<file path="src/rtl/lnl_io_pkg.sv">
// Shared constants and types for the LnL keyboard/display I/O port.
package lnl_io_pkg;

  localparam int unsigned LNL_IO_DEPTH_DEF    = 4;
  localparam int unsigned LNL_IO_OUT_HOLD_DEF = 8;
  localparam int unsigned LNL_IO_BYTE_W       = 8;

  localparam logic [LNL_IO_BYTE_W-1:0] LNL_IO_DISPLAY_RST = 8'h00;

  typedef logic [LNL_IO_BYTE_W-1:0] lnl_byte_t;

endpackage

</file>
<file path="src/rtl/lnl_byte_fifo.sv">
// Small byte FIFO with wrap-bit pointers; head byte reads as zero when empty.
module lnl_byte_fifo
  import lnl_io_pkg::*;
#(
  parameter int unsigned DEPTH = LNL_IO_DEPTH_DEF
) (
  input  logic                     clk,
  input  logic                     rst_n,
  input  logic                     push,
  input  logic                     pop,
  input  logic [LNL_IO_BYTE_W-1:0] din,
  output logic [LNL_IO_BYTE_W-1:0] dout,
  output logic                     full,
  output logic                     empty
);

  localparam int unsigned AW = $clog2(DEPTH);

  logic [AW:0] wr_ptr;
  logic [AW:0] rd_ptr;
  lnl_byte_t   mem [DEPTH];
  logic        do_push;
  logic        do_pop;

  assign empty = (wr_ptr == rd_ptr);
  assign full  = (wr_ptr[AW] != rd_ptr[AW]) && (wr_ptr[AW-1:0] == rd_ptr[AW-1:0]);

  // A pop in the same cycle frees the slot, so a push into a full FIFO is taken.
  assign do_pop  = pop & ~empty;
  assign do_push = push & (~full | do_pop);

  assign dout = empty ? '0 : mem[rd_ptr[AW-1:0]];

  always_ff @(posedge clk or negedge rst_n) begin
    if (!rst_n) begin
      wr_ptr <= '0;
      rd_ptr <= '0;
      for (int i = 0; i < int'(DEPTH); i++) mem[i] <= '0;
    end else begin
      if (do_push) begin
        mem[wr_ptr[AW-1:0]] <= din;
        wr_ptr              <= wr_ptr + (AW+1)'(1);
      end
      if (do_pop) rd_ptr <= rd_ptr + (AW+1)'(1);
    end
  end

endmodule

</file>
<file path="src/rtl/lnl_io_port.sv">
// Keyboard/display I/O port: strobe synchroniser, keyboard FIFO, OUTR/FGO
// busy timer and registered interrupt request for the LnL accumulator CPU.
module lnl_io_port
  import lnl_io_pkg::*;
#(
  parameter int unsigned DEPTH    = LNL_IO_DEPTH_DEF,
  parameter int unsigned OUT_HOLD = LNL_IO_OUT_HOLD_DEF
) (
  input  logic                     clk,
  input  logic                     rst_n,
  input  logic [LNL_IO_BYTE_W-1:0] kbd_data,
  input  logic                     kbd_strobe,
  input  logic                     cpu_inp,
  input  logic                     cpu_out,
  input  logic [LNL_IO_BYTE_W-1:0] cpu_out_data,
  input  logic                     ien,
  output logic [LNL_IO_BYTE_W-1:0] inpr,
  output logic                     fgi,
  output logic                     fgo,
  output logic                     overrun,
  output logic [LNL_IO_BYTE_W-1:0] display,
  output logic                     irq
);

  localparam int unsigned CW = (OUT_HOLD > 1) ? $clog2(OUT_HOLD) : 1;

  logic          sync0, sync1, sync_prev;
  logic [1:0]    warm;
  logic          armed;
  logic          kbd_push;
  logic          fifo_pop;
  logic          fifo_full;
  logic          fifo_empty;

  logic          overrun_d;
  logic          fgo_d;
  logic [CW-1:0] cnt, cnt_d;
  lnl_byte_t     display_d;

  // Strobe synchroniser; armed only after a genuine low sample so a strobe
  // already high at reset release never counts as an edge.
  always_ff @(posedge clk or negedge rst_n) begin
    if (!rst_n) begin
      sync0     <= 1'b0;
      sync1     <= 1'b0;
      sync_prev <= 1'b0;
      warm      <= 2'b00;
      armed     <= 1'b0;
    end else begin
      sync0     <= kbd_strobe;
      sync1     <= sync0;
      sync_prev <= sync1;
      warm      <= {warm[0], 1'b1};
      armed     <= armed | (warm[1] & ~sync1);
    end
  end

  assign kbd_push = armed & sync1 & ~sync_prev;
  assign fifo_pop = cpu_inp & ~fifo_empty;
  assign fgi      = ~fifo_empty;

  lnl_byte_fifo #(.DEPTH(DEPTH)) u_fifo (
    .clk   (clk),
    .rst_n (rst_n),
    .push  (kbd_push),
    .pop   (cpu_inp),
    .din   (kbd_data),
    .dout  (inpr),
    .full  (fifo_full),
    .empty (fifo_empty)
  );

  // Next-state for overrun flag and the OUTR/FGO busy timer.
  always_comb begin
    overrun_d = overrun;
    fgo_d     = fgo;
    cnt_d     = cnt;
    display_d = display;
    if (fifo_pop) begin
      overrun_d = 1'b0;
    end else if (kbd_push && fifo_full) begin
      overrun_d = 1'b1;
    end
    if (cpu_out && fgo) begin
      display_d = cpu_out_data;
      fgo_d     = 1'b0;
      cnt_d     = CW'(OUT_HOLD - 1);
    end else if (!fgo) begin
      if (cnt == '0) fgo_d = 1'b1;
      else           cnt_d = cnt - CW'(1);
    end
  end

  always_ff @(posedge clk or negedge rst_n) begin
    if (!rst_n) begin
      overrun <= 1'b0;
      fgo     <= 1'b1;
      cnt     <= '0;
      display <= LNL_IO_DISPLAY_RST;
      irq     <= 1'b0;
    end else begin
      overrun <= overrun_d;
      fgo     <= fgo_d;
      cnt     <= cnt_d;
      display <= display_d;
      irq     <= ien & (fgi | fgo);
    end
  end

endmodule

</file>
<file path="config.mk">
export PLATFORM = sky130hd
export DESIGN_NAME = lnl_io_port
export DESIGN_NICKNAME = d
export VERILOG_FILES = /design/src/rtl/lnl_io_pkg.sv /design/src/rtl/lnl_byte_fifo.sv /design/src/rtl/lnl_io_port.sv
export SDC_FILE = /design/constraint.sdc
export NUM_CORES = 1
export LEC_CHECK = 0
export CAP_MARGIN = 20
export CORE_MARGIN = 2
export CORE_UTILIZATION = 55
export DETAILED_ROUTE_END_ITERATION = 16
export PLACE_DENSITY = 0.91
export RECOVER_POWER = 25
export SLEW_MARGIN = 20
export SYNTH_ARGS = -nofsm -noshare
export SYNTH_HDL_FRONTEND = slang
export SYNTH_SLANG_ARGS = --single-unit
</file>
<file path="constraint.sdc">
create_clock -name clk -period 4.15 [get_ports clk]
set_input_delay 0.415 -clock clk [delete_from_list [all_inputs] [get_ports clk]]
set_output_delay 0.415 -clock clk [all_outputs]
set_load 0.01 [all_outputs]
</file>
==> flow_metrics.tcl <==
set metrics [dict create \
    status "finished with violations" \
    violations "max-capacitance violations, max-slew violations" \
    finalSetupViolations 0 \
    reg2reg_slack_ps 1940 \
    ctsHoldBuffers 0 \
    nets 247 \
    area_growth_pct 22.04 \
    critical_path_class "reg2out" \
    synth_edf_count 0 \
    seq_area_frac_synth_pct 53.09 \
    irDropWorstVdd_uv 430.0 \
    path_cells "xnor2_4 -> nand3b_1 -> and2_1 -> clkdlybuf4s50_1" \
    hold_path.class "reg2reg" \
    crit_arrival_ps 2510 \
    grt_pass1_vias 1632 \
    clock_skew_ps 5.473 \
    ctsRootBufferMaster "clkbuf_8" \
    grt_first_pass_wirelength_microns 7962 \
    postSynthAreaPerCell_sq_um 15.82 \
    multiInputGateArea_sq_um 1186 \
    min_from "sync0" \
    io_pins 42 \
    max_stage_delay_ps 810 \
    start_util_pct 57.55 \
    critPathTopFamily "flip-flops" \
    io_buffers 41 \
    drt_drc_violations_left 0 \
    critPathRequiredTime_ps 3730 \
    timing.rr.start "u_fifo.rd_ptr[0]" \
    cts_buffer_depth 2 \
    clk_pin_slew_ps 60 \
    routed_wl_microns 4743 \
    cpMaxStageDelayCell "dfrtp_1" \
    drtIter0Drc 56 \
    die_y_microns 74.54 \
    layout_commonest_cell "dfrtp_1" \
    synth_ff_type "dfrtp_1" \
    hold_viol 0 \
    leakage_nw 1.488 \
    dr.pass1.iters 4 \
    slew_headroom_pct -101.7 \
    maxCapViolCount 1 \
    path_max_fanout 13 \
    clock.fmax_mhz 341.9 \
    setup_ws_ps 1226 \
    area.sequential_sq_um 1453 \
    drive_gt1_share_pct 30.49 \
    dp_hpwl_microns 3098 \
    cts_sinks 58 \
    antenna_cells 0 \
    min_to "sync1" \
    gp_congestion 0.7129 \
    rr_worst_depth 4 \
    yosys_warnings 0 \
    numCtsBuffers 9 \
    ant_nets 0 \
    syn_area_sq_um 2736 \
    rows 25 \
    cp_num_buf_inv 1 \
    cts_resized 0 \
    core_sq_um 4755 \
    rr_endpoint "u_fifo.mem[6]" \
    fin_crit_sh_pct 70.47 \
    async_flop_share_pct 100.0 \
    final_cell_mix "dfrtp_1, clkdlybuf4s50_1, mux2_4" \
    die_x_microns 74.54 \
    viasPerCell 5.110 \
    syn-num-nets 202 \
    synth-seq-cells 58 \
    period_needed_ps 2924 \
    clock_latency_ps 330 \
    place_ws_ps 1532 \
    grt_usage_pct 19.88 \
    startpoint_type "flip-flop" \
    worst_slew_pin_slew_ps 3026 \
    hold_depth 0 \
    grt_max_degree 59 \
    critPathCaptureType "primary output" \
    cts_tree "done" \
    grt_overflow_total 0 \
    p_per_area_nw_per_um2 830.1 \
    finalMaxSlewViolations 59 \
    die_area_sq_um 5555 \
    post_drt_wl_per_cell_microns 16.36 \
    postCtsSetupBuffers 0 \
    rsz0062_at_grt "false" \
    antenna_found_initial 0 \
    htreeDepth 3 \
    num_vias 1482 \
    fill_cells 324 \
    syn_inst 173 \
    synth.distinct_cells 31 \
    finalSetupTns_ps 0 \
]
cell usage after synthesis (3+ instances only):
master / n / area [sq um]
dfrtp_1: 57 / 1426
mux2_4: 32 / 480.5
mux2_2: 9 / 101.4
and2_1: 8 / 50.05
ha_1: 7 / 87.58
buf_6: 6 / 67.56
inv_1: 6 / 22.52
mux4_2: 6 / 135.1
and3_1: 4 / 25.02
xnor2_1: 4 / 35.03
nand2_1: 3 / 11.26
o21ai_0: 3 / 15.01
per-layer routing:
layer  global-route usage, %  routed length [microns]  vias to the layer above  share of wire, %
met4                   9.921                       76                        0               1.6
met5                       0                        0                        -                 0
met2                   31.56                     2266                       43                48
li1                        -                        -                      698                 -
met1                   25.54                     2146                      731                45
met3                   5.014                      254                       10               5.4
metrics by stage:
step,hold slack (ps),cell area (sq um),total power [mW],utilization (%),cells
after global placement,331.7,3158,2.249,66.42,274
final,355.4,3339,2.772,70.24,290
after detailed placement,341.1,3158,2.299,66.42,274
after floorplan,119.4,2736,1.852,-,173
after CTS,253.0,3343,2.802,70.32,290
after global routing,379.1,3339,2.955,70.24,290
sequential cells by signal (all words and copies together), names as in the netlist:
| register | cells |
|---|---|
| u_fifo.mem | 32 |
| irq | 1 |
| armed | 1 |
| sync0 | 1 |
| cnt | 3 |
| display | 8 |
| sync_prev | 1 |
| u_fifo.wr_ptr | 3 |
| overrun | 1 |
| u_fifo.rd_ptr | 3 |
| warm | 2 |
| fgo | 1 |
| sync1 | 1 |
how the worst max path moves through the flow:
stage | cells after the start | to | startpoint
4_1_cts | 4 | inpr[1] | u_fifo.rd_ptr[0]
6_report | 4 | inpr[1] | u_fifo.rd_ptr[0]
3_5_place_dp | 4 | inpr[2] | u_fifo.rd_ptr[0]
3_3_place_gp | 4 | inpr[1] | u_fifo.rd_ptr[0]
2_1_floorplan | 5 | inpr[0] | u_fifo.rd_ptr[0]
5_1_grt | 2 | u_fifo.mem[8] | rst_n
power by group:
group | total (mW) | switching (mW) | internal [mW]
clock | 0.488 | 0.215 | 0.273
sequential | 1.04 | 0.214 | 0.827
combinational | 1.24 | 0.419 | 0.825
layout make-up:
cell class	instances	area share, %
clock buffers	10	3.822
repair buffers	42	12.25
multi-input cells	101	35.52
clock inverters	6	1.723
flip-flops and latches	58	43.50
well taps	67	2.510
inverters	6	0.6744
cell families after synthesis:
group	count (synthesis)	share of synthesized area [%]
fa+ha+maj	7	3.201
other cells	1	0.1370
mux	49	28.12
simple gates	24	5.350
compound gates	12	3.018
flops	58	53.09
buf+inv	14	3.566
xor+xnor	8	3.521
worst reg2reg max path: stages (launching register included):
cell,delay [ps]
dfrtp_1,810
xnor2_4,150
nand4b_2,170
and3_1,600
mux2_4,360
(Power assumes the default switching activity.)
